==> src/rtl/panel_run_controller.sv <==
// Front-panel run controller: turns debounced button presses into single-step,
// free-run, halt and timed processor-reset actions with latched event LEDs.
module panel_run_controller #(
  parameter int RUN_DIV    = 50000000,
  parameter int RST_CYCLES = 16
) (
  input  logic       clk,
  input  logic       reset,
  input  logic [3:0] btn_lvl,
  output logic       cpu_ce,
  output logic       cpu_rst,
  output logic [1:0] state,
  output logic [3:0] pending
);

  typedef enum logic [1:0] {
    ST_IDLE    = 2'd0,
    ST_RUN     = 2'd1,
    ST_RSTHOLD = 2'd2
  } state_t;

  localparam logic [25:0] DIV_LAST  = 26'(RUN_DIV - 1);
  localparam logic [7:0]  HOLD_LAST = 8'(RST_CYCLES - 1);

  state_t      state_q, state_d;
  logic [3:0]  prev_q, prev_d;
  logic [3:0]  pending_q, pending_d;
  logic [25:0] div_q, div_d;
  logic [7:0]  hold_q, hold_d;
  logic        cpu_ce_q, cpu_ce_d;
  logic        cpu_rst_q, cpu_rst_d;
  logic [3:0]  rise;
  logic [3:0]  grant;

  always_comb begin
    rise  = btn_lvl & ~prev_q;
    grant = 4'b0000;
    if (state_q != ST_RSTHOLD) begin
      if (pending_q[3])      grant = 4'b1000;
      else if (pending_q[2]) grant = 4'b0100;
      else if (pending_q[1]) grant = 4'b0010;
      else if (pending_q[0]) grant = 4'b0001;
    end

    prev_d    = btn_lvl;
    pending_d = (pending_q & ~grant) | rise;
    state_d   = state_q;
    div_d     = div_q;
    hold_d    = hold_q;
    cpu_ce_d  = 1'b0;
    cpu_rst_d = 1'b0;

    // A cpu-reset grant preempts everything and discards edges seen this cycle
    if (grant[3]) begin
      state_d   = ST_RSTHOLD;
      pending_d = 4'b0000;
      div_d     = '0;
      hold_d    = '0;
      cpu_rst_d = 1'b1;
    end else begin
      case (state_q)
        ST_IDLE: begin
          if (grant[0]) begin
            cpu_ce_d = 1'b1;
          end else if (grant[1]) begin
            state_d = ST_RUN;
            div_d   = '0;
          end
        end
        ST_RUN: begin
          if (grant[2]) begin
            state_d = ST_IDLE;
            div_d   = '0;
          end else if (div_q == DIV_LAST) begin
            div_d    = '0;
            cpu_ce_d = 1'b1;
          end else begin
            div_d = div_q + 26'd1;
          end
        end
        ST_RSTHOLD: begin
          pending_d = 4'b0000;
          if (hold_q == HOLD_LAST) begin
            state_d = ST_IDLE;
            hold_d  = '0;
          end else begin
            hold_d    = hold_q + 8'd1;
            cpu_rst_d = 1'b1;
          end
        end
        default: begin
          state_d   = ST_IDLE;
          pending_d = 4'b0000;
          div_d     = '0;
          hold_d    = '0;
        end
      endcase
    end
  end

  // prev resets to all-ones so a button held through reset is not an edge
  always_ff @(posedge clk or negedge reset) begin
    if (!reset) begin
      state_q   <= ST_IDLE;
      prev_q    <= 4'b1111;
      pending_q <= 4'b0000;
      div_q     <= '0;
      hold_q    <= '0;
      cpu_ce_q  <= 1'b0;
      cpu_rst_q <= 1'b0;
    end else begin
      state_q   <= state_d;
      prev_q    <= prev_d;
      pending_q <= pending_d;
      div_q     <= div_d;
      hold_q    <= hold_d;
      cpu_ce_q  <= cpu_ce_d;
      cpu_rst_q <= cpu_rst_d;
    end
  end

  assign cpu_ce  = cpu_ce_q;
  assign cpu_rst = cpu_rst_q;
  assign state   = state_q;
  assign pending = pending_q;

endmodule

==> config.mk <==
export PLATFORM = sky130hd
export DESIGN_NAME = panel_run_controller
export DESIGN_NICKNAME = d
export VERILOG_FILES = /design/src/rtl/panel_run_controller.sv
export SDC_FILE = /design/constraint.sdc
export NUM_CORES = 1
export LEC_CHECK = 0
export CORE_MARGIN = 10
export CORE_UTILIZATION = 45
export DETAILED_ROUTE_END_ITERATION = 8
export PLACE_DENSITY = 0.67
export SLEW_MARGIN = 20
export SYNTH_ARGS = -nofsm -noshare
export SYNTH_HDL_FRONTEND = slang
export SYNTH_SLANG_ARGS = --single-unit
==> constraint.sdc <==
create_clock -name clk -period 2.1 [get_ports clk]
set_clock_uncertainty 0.15 [all_clocks]
set_input_delay 0.42 -clock clk [delete_from_list [all_inputs] [get_ports clk]]
set_output_delay 0.42 -clock clk [all_outputs]
set_load 0.02 [all_outputs]
==> out/results.md, run 1 <==
| Quantity | Value | Unit |
|---|---|---|
| Run status | complete, but fails checks | - |
| Violated checks | negative setup slack | - |
| Placer's final routability congestion estimate | 0.811 | - |
| Share of layout cells above drive strength 1 | 23.4 | % |
| Sequential element share of the synthesized area | 51.4 | % |
| First-pass GRT wire length | 7960 | um |
| Data arrival time of the critical path | 2.17 | ns |
| Number of buffers created by CTS | 5 | - |
| Setup Crit Path Kind | flop to flop | - |
| Highest Clock Rate | 468 | MHz |
| Post-CTS Setup Bufs | 0 | - |
| Count of synthesis-stage warnings from yosys | 0 | - |
| Library cell used as clock root buffer | sky130_fd_sc_hd__clkbuf_8 | - |
| Final clock period utilization by the worst path | 102 | % |
| Average routed wire per standard cell | 13.5 | um |
| Leakage | 0.00123 | uW |
| Top-level port count | 14 | - |
| Wirelength, routed | 4480 | um |
| Count of nets after finishing | 272 | - |
| Combined area of the multi-input logic cells | 0.00112 | mm^2 |
| Area of all sequential standard cells | 0.00116 | mm^2 |
| Largest net degree at the start of global routing | 47 | - |
| Dominant register cell in the synthesized netlist | sky130_fd_sc_hd__dfrtp_1 | - |
| Deepest clock path buffer count | 2 | - |
| Clk slew on worst S/H paths | 0.08 | ns |
| Startpoint kind of the worst setup timing path | flop | - |
| Endpoint class of the critical path | flop | - |
| Setup slack after layout | -0.0362 | ns |
| Total power divided by cell area | 899 | mW/mm^2 |
| Req. time, crit path | 2.13 | ns |
| Vias in the first global route | 1644 | - |
| Core area | 0.00479 | mm^2 |
| Main area contributors after synthesis | sky130_fd_sc_hd__dfrtp_1, sky130_fd_sc_hd__xor2_1, sky130_fd_sc_hd__dfstp_2 | - |
| Yosys top cell area share | 46.7 | % |
| Diode insertion count for antenna repair | 0 | - |
| Count of endpoints failing hold in the final timing report | 0 | - |
| Residual DRC | 0 | - |
| GR Overflow Total | 0 | - |
| DP HPWL | 3270 | um |
| EDFF count, synth | 0 | - |
| Syn_nets | 231 | - |
| Initial antenna violation count | 0 | - |
| Library cells used by synthesis | 43 | - |
| Initial core utilization | 47.0 | % |
| Layout Cell Area excl Fill | 0.00284 | mm^2 |
| Antenna-violating nets left | 0 | - |
| Clock tree from TritonCTS | done | - |
| Die area | 0.00823 | mm^2 |
| Synth async-reset ratio | 100 | % |
| Post-synth top area cell | sky130_fd_sc_hd__dfrtp_1 | - |
| Maximum capacitance violations | 0 | - |
| Number of setup violations in the final report | 9 | - |
| Cell area reported after detailed placement | 0.00265 | mm^2 |
| Total routing usage reported by global routing | 11.5 | % |
| Insertion delay to the later sink of the worst-skew pair | 0.30 | ns |
| Sinks on the clock net | 46 | - |
| Syn-to-layout area delta | 26.1 | % |
| Post-Synthesis Cell Area | 0.00225 | mm^2 |
| Die outline width | 90.7 | um |
| # H-tree levels | 2 | - |
| Post-Synthesis Cells | 223 | - |
| Number of design-rule violations left by the first detailed-router iteration | 77 | - |
| Average vias per placed instance | 5.23 | - |
| Type of the most critical hold path | flop to flop | - |
| Highest ir drop seen on vdd | 0.000469 | V |
| Count of input and output buffers | 13 | - |
| Fin. max-slew vios | 0 | - |
| Routed vias | 1738 | - |
| Rows | 25 | - |
| DR pass1 iterations | 4 | - |
| Total of flip-flops plus latches after synthesis | 46 | - |
| Die height | 90.7 | um |
| Post-Synthesis Mean Instance Area | 10.1 | um^2 |
| Fill cell instance count of the final layout | 430 | - |
| Maximum fanout along the worst path | 4 | - |
| Minimum clock period | 2.14 | ns |
| Transition time at the pin with the least slew margin | 0.581 | ns |
| Utilization of the core after routing | 59.3 | % |
| Unrepaired setup endpoints after global routing | true | - |
| Max-slew headroom | 61.1 | % |
-- placed cells by master, fill, tap and decap left out, types with 3 or more instances in the layout --
master	count
sky130_fd_sc_hd__a21oi_2	5
sky130_fd_sc_hd__dfrtp_1	40
sky130_fd_sc_hd__or3_1	4
sky130_fd_sc_hd__or2_2	3
sky130_fd_sc_hd__o21ai_0	17
sky130_fd_sc_hd__dfstp_2	4
sky130_fd_sc_hd__nor3_1	3
sky130_fd_sc_hd__nor2_1	18
sky130_fd_sc_hd__a22o_1	3
sky130_fd_sc_hd__and3_1	6
sky130_fd_sc_hd__xnor2_1	3
sky130_fd_sc_hd__and2_1	3
sky130_fd_sc_hd__clkdlybuf4s50_1	11
sky130_fd_sc_hd__nand4_1	6
sky130_fd_sc_hd__o211ai_1	3
sky130_fd_sc_hd__nor2b_1	3
sky130_fd_sc_hd__xor2_1	13
sky130_fd_sc_hd__clkbuf_8	5
sky130_fd_sc_hd__nor2_4	6
sky130_fd_sc_hd__o31ai_1	5
sky130_fd_sc_hd__nand2_1	18
sky130_fd_sc_hd__or4_1	3
sky130_fd_sc_hd__nor3b_1	3
sky130_fd_sc_hd__a21oi_1	4
sky130_fd_sc_hd__nand2b_1	3
sky130_fd_sc_hd__nand3_1	16
sky130_fd_sc_hd__buf_4	23
-- final timing paths --
kind                       startpoint        end  slack [ns]  cells past startpoint
min                          div_q[4]   div_q[4]        0.35                      1
min in group asynchronous       reset   div_q[8]        0.48                      3
min reg2reg                  div_q[4]   div_q[4]        0.35                      1
max in group asynchronous       reset  prev_q[1]        1.05                      3
max reg2reg                  div_q[9]  div_q[13]       -0.04                      5
max                          div_q[9]  div_q[13]       -0.04                      5
-- cells by family (layout without fill, tap and decap cells) --
family / Yosys count / count (layout) / share of synthesized area, %
AOI/OAI and AO/OA: 43 / 43 / 12.8
xor gates and xnor gates: 16 / 16 / 6.23
adders and majority gates: 2 / 2 / 1.11
buffers and inverters: 9 / 51 / 1.89
DFF: 46 / 46 / 51.4
muxes: 2 / 2 / 0.945
and+or+nand+nor: 105 / 105 / 25.7
-- critical path, cell delays in order, from the launching register on --
cell	delay (ns)
sky130_fd_sc_hd__dfrtp_1	0.39
sky130_fd_sc_hd__or4b_4	0.55
sky130_fd_sc_hd__nor4_4	0.38
sky130_fd_sc_hd__a31oi_4	0.16
sky130_fd_sc_hd__a21o_1	0.18
sky130_fd_sc_hd__a22o_1	0.22
-- area by class of cell --
class,instances,share of cell area [%]
Inverter,2,0.265
Clock inverter,2,0.485
Multi-Input combinational cell,168,39.6
Clock buffer,6,2.56
Sequential cell,46,40.8
Tap cell,67,2.95
Timing Repair Buffer,41,13.3
-- report_power, final --
part / total, uW / switching, uW / internal (uW)
sequential: 1070 / 79.8 / 990
clock: 529 / 294 / 235
combinational: 953 / 549 / 404
total: 2550 / 922 / 1630
-- routing by layer --
metal,track usage (%),wire length (um)
met3,2.91,103
met1,15.8,2260
met4,3.98,60
met2,17.0,2050
met5,0,0
-- sequential cells by signal (all words and copies together) (netlist names) --
signal	cells
cpu_ce	1
pending	4
cpu_rst	1
state	2
div_q	26
prev_q	4
hold_q	8
-- timing repair --
item | CTS | global route
hold buffers | 1 | 0
endpoints found under the hold margin | 42 | 0
resized for setup | 5 | 19
pin swaps | 2 | 6
endpoints found under the setup margin | 23 | 25
-- Yosys cell counts (4+ instances only) --
| library cell | count |
|---|---|
| sky130_fd_sc_hd__xor2_1 | 13 |
| sky130_fd_sc_hd__and3_1 | 6 |
| sky130_fd_sc_hd__nand3_1 | 16 |
| sky130_fd_sc_hd__nand4_1 | 6 |
| sky130_fd_sc_hd__nand2_1 | 18 |
| sky130_fd_sc_hd__or3_1 | 4 |
| sky130_fd_sc_hd__nor2_1 | 24 |
| sky130_fd_sc_hd__clkbuf_1 | 4 |
| sky130_fd_sc_hd__o31ai_1 | 5 |
| sky130_fd_sc_hd__o21ai_0 | 17 |
| sky130_fd_sc_hd__a21oi_1 | 8 |
| sky130_fd_sc_hd__dfstp_2 | 4 |
| sky130_fd_sc_hd__dfrtp_1 | 42 |
-- metrics by stage --
step                      cells  TNS [ns]  hold WS (ns)  total power (uW)  worst slack (ns)
after floorplan             223         0       -0.0256              1580            0.0106
after global placement      323   -0.0595         0.269              1920           -0.0154
after detailed placement    323    -0.754         0.270              1930           -0.0616
after CTS                   332    -0.166         0.358              2490           -0.0243
after global routing        332     -2.66         0.385              2730            -0.127
final                       332   -0.0978         0.351              2550           -0.0362
Note: power is estimated with default switching activity, not from simulation.
==> run 2: changes to the inputs <==
- CTS_BUF_LIST: default -> sky130_fd_sc_hd__clkbuf_16
- MAX_ROUTING_LAYER: default -> met4
==> out/results.md, run 2 (synthesis results as in run 1) <==
| Quantity | Value | Unit |
|---|---|---|
| Switching share of power | 33.3 | % |
| GR Overflow Total | 0 | - |
| Residual DRC | 0 | - |
| Req. time, crit path | 2.12 | ns |
| Clk slew on worst S/H paths | 0.06 | ns |
| Top-level port count | 14 | - |
| Highest Clock Rate | 470 | MHz |
| Number of flip-flops in the largest register | 26 | - |
| Vias in the first global route | 1673 | - |
| Die height | 90.7 | um |
| Die outline width | 90.7 | um |
| Initial antenna violation count | 0 | - |
| Endpoint class of the critical path | flop | - |
| Rows | 25 | - |
| Setup Crit Path Kind | flop to flop | - |
| Placer's final routability congestion estimate | 0.823 | - |
| Run status | complete, but fails checks | - |
| Number of setup violations in the final report | 13 | - |
| Utilization of the core after routing | 59.5 | % |
| Sinks on the clock net | 46 | - |
| Maximum fanout along the worst path | 4 | - |
| Max-slew headroom | 66.6 | % |
| Initial core utilization | 47.0 | % |
| Worst Hold Margin | 0.349 | ns |
| Antenna-violating nets left | 0 | - |
| Final Power | 2680 | uW |
| Type of the most critical hold path | flop to flop | - |
| Total routing usage reported by global routing | 12.0 | % |
| Insertion delay to the later sink of the worst-skew pair | 0.28 | ns |
| Fin. max-slew vios | 0 | - |
| Deepest clock path buffer count | 2 | - |
| Highest ir drop seen on vdd | 0.000635 | V |
| Clock tree from TritonCTS | done | - |
| Number of buffers created by CTS | 5 | - |
| Syn-to-layout area delta | 26.5 | % |
| Diode insertion count for antenna repair | 0 | - |
| Core area | 0.00479 | mm^2 |
| Top library cells by usage in the layout, fill and taps aside | sky130_fd_sc_hd__dfrtp_1, sky130_fd_sc_hd__buf_4, sky130_fd_sc_hd__nor2_1 | - |
| Number of design-rule violations left by the first detailed-router iteration | 94 | - |
| Final clock period utilization by the worst path | 101 | % |
| Design internal power | 1790 | uW |
| Library cell used as clock root buffer | sky130_fd_sc_hd__clkbuf_16 | - |
| Largest registers | div_q x26, hold_q x8 | - |
| First-pass GRT wire length | 8070 | um |
| Clock network fraction of total power | 28.0 | % |
| Count of input and output buffers | 13 | - |
| Transition time at the pin with the least slew margin | 0.499 | ns |
| Total power divided by cell area | 941 | mW/mm^2 |
| Largest net degree at the start of global routing | 47 | - |
| Average vias per placed instance | 5.30 | - |
| Setup slack after layout | -0.0291 | ns |
| Count of endpoints failing hold in the final timing report | 0 | - |
| Average routed wire per standard cell | 13.6 | um |
| # H-tree levels | 2 | - |
| Combinational share of power | 32.0 | % |
| Maximum capacitance violations | 0 | - |
| DR pass1 iterations | 4 | - |
| Most common library cell in the layout ignoring fill and taps | sky130_fd_sc_hd__dfrtp_1 | - |
| Die area | 0.00823 | mm^2 |
| Startpoint kind of the worst setup timing path | flop | - |
| Fraction of power consumed by sequential logic | 40.0 | % |
| Leakage | 0.00127 | uW |
| Violated checks | negative setup slack | - |
| Minimum clock period | 2.13 | ns |
| Wirelength, routed | 4540 | um |
| Unrepaired setup endpoints after global routing | true | - |
| Data arrival time of the critical path | 2.15 | ns |
| Worst slack at placement | -0.0616 | ns |
| Count of nets after finishing | 275 | - |
| Biggest register | div_q | - |
| Share of layout cells above drive strength 1 | 21.6 | % |
| Reported net switching power | 892 | uW |
| DP HPWL | 3270 | um |
| Routed vias | 1776 | - |
[run 2: power by group through the flow]
stage	clock network [uW]	logic (uW)	registers [uW]
6_report	751	856	1070
3_5_place_dp	0	840	1090
2_1_floorplan	0	449	1130
4_1_cts	770	865	1070
3_3_place_gp	0	832	1080
5_1_grt	820	954	1090
[run 2: final timing paths]
| check | start | slack [ns] | endpoint | cells past startpoint |
|---|---|---|---|---|
| max in group asynchronous | reset | 1.03 | prev_q[3] | 3 |
| min in group asynchronous | reset | 0.50 | div_q[8] | 3 |
| setup reg to reg | div_q[7] | -0.03 | div_q[13] | 5 |
| setup / recovery | div_q[7] | -0.03 | div_q[13] | 5 |
| hold reg to reg | div_q[4] | 0.35 | div_q[4] | 1 |
| hold / removal | div_q[4] | 0.35 | div_q[4] | 1 |
[run 2: layer usage]
layer | vias to the layer above | share of wire, % | global-route usage [%]
met5 | - | 0 | -
met4 | 0 | 1.2 | 4.24
met3 | 5 | 2.9 | 2.91
met2 | 18 | 46 | 17.3
met1 | 866 | 50 | 15.8
li1 | 887 | - | -
[run 2: repair_timing]
action / CTS / global route
buffers inserted: 1 / 2
hold endpoints to repair: 42 / 0
setup endpoints to repair: 23 / 24
gates resized for setup: 4 / 2
pin swaps: 5 / 1
hold buffers: 1 / 0
[run 2: area by class of cell]
class / instances / area (um^2)
fill: 417 / 1940
sequential: 46 / 1160
clock inverter: 3 / 17.5
inverter: 2 / 7.51
clock buffer: 5 / 125
tap: 67 / 83.8
timing repair buffer: 44 / 380
multi-input combinational: 168 / 1070
[run 2: stage by stage]
step / TNS, ns / std cells / area (um^2)
floorplan: 0 / 223 / 2270
global placement: -0.0595 / 323 / 2650
detailed placement: -0.754 / 323 / 2650
CTS: -0.0395 / 333 / 2830
global route: -1.92 / 335 / 2850
finish: -0.0953 / 335 / 2850
[run 2: worst max-delay path, cell delays in order, from the launching register on]
cell,delay (ns)
sky130_fd_sc_hd__dfrtp_1,0.38
sky130_fd_sc_hd__or4b_4,0.55
sky130_fd_sc_hd__nor4_4,0.38
sky130_fd_sc_hd__a31oi_4,0.15
sky130_fd_sc_hd__a21o_1,0.19
sky130_fd_sc_hd__a22o_1,0.20
